[src/rtl/hams_merge_node.sv]
// hams_merge_node: 2-way streaming merge of two ascending-sorted runs of pairs.
// Build option: define HAMS_MERGE_CHECK_EN to enable the sticky input order
// checker driving err_unsorted; otherwise err_unsorted is tied to 0.
module hams_merge_node #(
    parameter int unsigned PAIR_W = 96,
    parameter int unsigned KEY_W  = 32,
    parameter int unsigned CNT_W  = 16
) (
    input  logic              clk,
    input  logic              rst,
    input  logic              a_valid,
    output logic              a_ready,
    input  logic [PAIR_W-1:0] a_data,
    input  logic              a_last,
    input  logic              b_valid,
    output logic              b_ready,
    input  logic [PAIR_W-1:0] b_data,
    input  logic              b_last,
    output logic              out_valid,
    input  logic              out_ready,
    output logic [PAIR_W-1:0] out_data,
    output logic              out_last,
    output logic [CNT_W-1:0]  out_run_len,
    output logic              err_unsorted
);

    typedef enum logic [1:0] {StMerge, StDrainA, StDrainB} state_e;

    state_e            state_q, state_d;
    logic              load;
    logic              a_fire, b_fire;
    logic              a_wins;
    logic              emit_last;
    logic [KEY_W-1:0]  a_key, b_key;
    logic [CNT_W-1:0]  cnt_q;

    // The output register can take a new element when empty or being drained.
    assign load   = ~out_valid | out_ready;
    assign a_key  = a_data[PAIR_W-1 -: KEY_W];
    assign b_key  = b_data[PAIR_W-1 -: KEY_W];
    assign a_wins = (a_key <= b_key);  // ties go to A for stability
    assign a_fire = a_valid & a_ready;
    assign b_fire = b_valid & b_ready;

    // The merged run ends only when the surviving side delivers its last element.
    assign emit_last = ((state_q == StDrainA) && a_fire && a_last) ||
                       ((state_q == StDrainB) && b_fire && b_last);

    // State register
    always_ff @(posedge clk or posedge rst) begin
        if (rst) begin
            state_q <= StMerge;
        end else begin
            state_q <= state_d;
        end
    end

    // Next-state: leave MERGE when one side's run ends, return when the other drains
    always_comb begin
        state_d = state_q;
        unique case (state_q)
            StMerge: begin
                if (a_fire && a_last) begin
                    state_d = StDrainB;
                end else if (b_fire && b_last) begin
                    state_d = StDrainA;
                end
            end
            StDrainA: if (a_fire && a_last) state_d = StMerge;
            StDrainB: if (b_fire && b_last) state_d = StMerge;
            default:  state_d = StMerge;
        endcase
    end

    // Ready outputs: in MERGE commit only with both heads present
    always_comb begin
        a_ready = 1'b0;
        b_ready = 1'b0;
        unique case (state_q)
            StMerge: begin
                if (a_valid && b_valid && load) begin
                    a_ready = a_wins;
                    b_ready = ~a_wins;
                end
            end
            StDrainA: a_ready = load;
            StDrainB: b_ready = load;
            default: ;
        endcase
    end

    // Output register and run-length counter
    always_ff @(posedge clk or posedge rst) begin
        if (rst) begin
            out_valid   <= 1'b0;
            out_data    <= '0;
            out_last    <= 1'b0;
            out_run_len <= '0;
            cnt_q       <= '0;
        end else if (load) begin
            out_valid <= a_fire | b_fire;
            out_last  <= emit_last;
            if (a_fire) begin
                out_data <= a_data;
            end else if (b_fire) begin
                out_data <= b_data;
            end
            if (a_fire || b_fire) begin
                if (emit_last) begin
                    out_run_len <= cnt_q + 1'b1;
                    cnt_q       <= '0;
                end else begin
                    cnt_q <= cnt_q + 1'b1;
                end
            end
        end
    end

`ifdef HAMS_MERGE_CHECK_EN
    logic [KEY_W-1:0] a_prev_q, b_prev_q;
    logic             a_seen_q, b_seen_q;
    logic             err_q;

    // Track the previous accepted key per input; a descent within a run is sticky
    always_ff @(posedge clk or posedge rst) begin
        if (rst) begin
            a_prev_q <= '0;
            b_prev_q <= '0;
            a_seen_q <= 1'b0;
            b_seen_q <= 1'b0;
            err_q    <= 1'b0;
        end else begin
            if (a_fire) begin
                if (a_seen_q && (a_key < a_prev_q)) err_q <= 1'b1;
                a_prev_q <= a_key;
                a_seen_q <= ~a_last;
            end
            if (b_fire) begin
                if (b_seen_q && (b_key < b_prev_q)) err_q <= 1'b1;
                b_prev_q <= b_key;
                b_seen_q <= ~b_last;
            end
        end
    end

    assign err_unsorted = err_q;
`else
    assign err_unsorted = 1'b0;
`endif

endmodule

[config.mk]
export PLATFORM = sky130hd
export DESIGN_NAME = hams_merge_node
export DESIGN_NICKNAME = d
export VERILOG_FILES = /design/src/rtl/hams_merge_node.sv
export SDC_FILE = /design/constraint.sdc
export NUM_CORES = 1
export LEC_CHECK = 0
export BUFFER_PORTS_ARGS = -buffer_cell sky130_fd_sc_hd__buf_2
export CORE_MARGIN = 5
export CORE_UTILIZATION = 52
export CTS_CLUSTER_DIAMETER = 80
export DETAILED_ROUTE_END_ITERATION = 8
export PLACE_DENSITY = 0.84
export SLEW_MARGIN = 20
export SYNTH_ARGS = -nofsm -noshare
export SYNTH_HDL_FRONTEND = slang
export SYNTH_SLANG_ARGS = --single-unit
[constraint.sdc]
create_clock -name clk -period 8.18 [get_ports clk]
set_input_delay 1.227 -clock clk [delete_from_list [all_inputs] [get_ports clk]]
set_output_delay 1.227 -clock clk [all_outputs]
set_load 0.02 [all_outputs]
==> results.md <==
* Status: completed
* WHS Endpoint: out_run_len[1]$_DFFE_PP0P_
* Cell Pwr Density at 357 nW/um2
* Final Power at roughly 3.4 mW
* R2r endpoint: out_data[3]$_DFFE_PP0P_
* Worst Tran Pin Value at 0.967 ns
* PnR worst setup slack at 3.42 ns
* Worst reg2reg path depth at 8
* # H-tree levels at 4
* Synth Net Count at about 870
* Dpl ws at 3.46 ns
* Avg Cell Area, Syn at between 10 and 15 um2
* Port Buffers at 314
* Worst R2R Setup Slack at 5.29 ns
* Fin. max-slew vios at 0
* Fin. Hold Viols at 0
* Initial DRC count at 371
* Critical path class: input port to output port
* Commonest non-fill, non-tap cell in the layout: buf_2
* Critical path data required time at 6.95 ns
* Max stage delay cell, worst path: nor4_2
* Yosys top cell by area: dfrtp_1
* Crit path cell chain: buf_2 -> ha_1 -> nand4_1 -> nor4_2 -> a21boi_0 -> o41a_1 -> o21bai_1 -> o21a_1 -> nor3_1 -> buf_2
* Chip height at 129 um
* WL per Instance at approximately 18 um
* Min cycle time layout at 4.76 ns
* Vias at 5970
* Die width at 129 um
* Netlist cell types at 43
* Post-route ant nets at 0
* Area of the die at around 17000 um2
* Clk buf depth at 2
* Worst setup EP type: output port
* GRT Overall Usage at roughly a quarter
* Hold wc startpoint: out_run_len[1]$_DFFE_PP0P_
* Core area at 13800 um2
* # setup viols final at 0
* Sequential share of the synthesized area at 45.2%
* Layout Skew at 0.00692 ns
* Vias in the first global route at about 6000
* Final wirelength at 20.5 mm
* RSZ-0062 raised after global routing: no
* YS warnings at 0
* Clk sinks at 132
* Clock transition at path regs at 0.06 ns
* Starting density of the core at 52.9%
* Largest net degree at the start of global routing at 75
* Number of synthesized flops with an enable pin at 0
* Critical Path Max Stage Delay at roughly 0.44 ns
* Period utilization at 58.2%
* Via density at about 5.2
* Final nets at 1177
* Synth Register Bits at 132
* Io pins at 316
* Max cap viols at 0
* HP Class: flip-flop to flip-flop
* Initial antenna violation count at 3
* Post-Synthesis Cells at 636
* Total grt overflow at 0
* Post-cts sizing count at 0
* CTS Hold Bufs at 0
* Post-CTS Setup Bufs at 0
* VDD IR max at 0.000190 V
* FFs w/ async S/R, synth at 100%
* Drt pass-1 iters at 4
* Post-Syn Area at 7310 um2
* Max-Slew Margin vs Limit at a little over a third
* Setup TNS at 0 ns
* Worst flop-to-flop path startpoint: out_valid$_DFFE_PP0N_
* Fmax at 0.210 GHz
* Gp weighted congestion at 0.850
* DPL Wire Length at ~16 mm
* Drt drc at 0
* WHS Path Cells at 2
* Root buffer cell: clkbuf_16
* CTS tree: built
* Top-area cell type share of the netlist area at 45.2%
* Layout area overhead at 30.9%
* Worst-Skew Late Latency at 0.41 ns
* Static Leak at 4.77 nW
* Ys flop type: dfrtp_1
* Row cnt at 43
* Global-route wire length before repair at around 31 mm
* Top cells by area, synth: dfrtp_1, mux2_2, ha_1
* Commonest non-fill, non-tap cells in the layout: buf_2, mux2_2, dfrtp_1, nand2_1, o21ai_0
* Crit path DAT at 3.53 ns
* Share of cells above drive strength 1 at 53.8%
* Worst Path Max Fanout at 3
* Cell mode on critical path: buf_2
* CP Launch Type: input port
* Fillers at 1025
* Num CTS Buffers at 17
-- area by class of cell --
| class | instances | area [um2] | area share [%] |
|---|---|---|---|
| multi-input combinational | 438 | 3730 | 39.0 |
| sequential | 132 | 3300 | 34.5 |
| timing repair buffer | 319 | 1610 | 16.8 |
| clock buffer | 23 | 478 | 5.00 |
| tap | 180 | 225 | 2.35 |
| inverter | 37 | 141 | 1.48 |
| clock inverter | 8 | 76.3 | 0.798 |
| antenna | 1 | 2.50 | 0.0262 |
-- per-layer routing --
layer / share of wire, % / global-route usage, %
met1: 38 / 28.5
met2: 50 / 41.3
met3: 8.4 / 8.05
met4: 3.1 / 9.33
met5: 0.068 / 0
-- stage by stage --
step	util, %	instance area (um2)	hold WS (ns)	cells
2_1_floorplan	-	7310	0.498	636
3_3_place_gp	65.1	9010	0.457	1106
3_5_place_dp	65.1	9010	0.464	1106
4_1_cts	69.2	9560	0.476	1137
5_1_grt	69.2	9560	0.500	1138
6_report	69.2	9560	0.471	1138
-- critical path: cells and delay by family --
kind	cells	cell delay, ns
AOI/OAI and AO/OA	4	0.77
adders and majority gates	1	0.31
and+or+nand+nor	3	0.89
buffers and inverters	2	0.34
-- cell families after synthesis --
group                    synth area share (%)
buffers and inverters                    4.04
flip-flops                               45.2
adder cells (fa/ha/maj)                  5.65
AO/OA/AOI/OAI                            6.61
other                                  0.0513
XOR/XNOR                                 1.68
AND/OR/NAND/NOR                          6.95
multiplexers                             29.8
-- state kept, by name, indices dropped and copies added, names as in the netlist --
name / count
out_data: 96
cnt_q: 16
out_run_len: 16
state_q: 2
out_last: 1
out_valid: 1
-- cell usage after synthesis, types with 2 or more instances --
| library cell | n |
|---|---|
| o31ai_1 | 2 |
| nor3_1 | 5 |
| nor4_2 | 2 |
| nand2_1 | 52 |
| nand3_1 | 9 |
| dfrtp_1 | 132 |
| nand2b_1 | 2 |
| mux2i_1 | 4 |
| buf_1 | 4 |
| nor2_1 | 24 |
| a21oi_1 | 19 |
| buf_6 | 4 |
| xnor2_1 | 10 |
| o21ai_1 | 2 |
| nand4_1 | 6 |
| mux2_1 | 28 |
| o21ai_0 | 45 |
| mux2_2 | 162 |
| ha_1 | 33 |
| o21a_1 | 4 |
| clkbuf_1 | 9 |
| xor2_1 | 4 |
| inv_1 | 37 |
| and3_1 | 7 |
| nor2b_1 | 2 |
| buf_2 | 11 |
-- worst max path at each step --
stage	start	to	slack, ns
final	a_data[79]	b_ready	3.42
after floorplan	rst	cnt_q[0]$_DFFE_PP0P_	3.43
after CTS	b_data[79]	b_ready	3.46
after global placement	b_data[79]	b_ready	3.56
after detailed placement	b_data[79]	b_ready	3.46
after global routing	b_data[79]	b_ready	3.26
-- power breakdown --
part / total [mW] / internal, mW / switching [mW]
clock network: 0.715 / 0.440 / 0.276
registers: 1.11 / 0.943 / 0.163
logic: 1.59 / 0.740 / 0.848
total: 3.41 / 2.12 / 1.29
No activity file was read; power rests on OpenSTA's default activity.
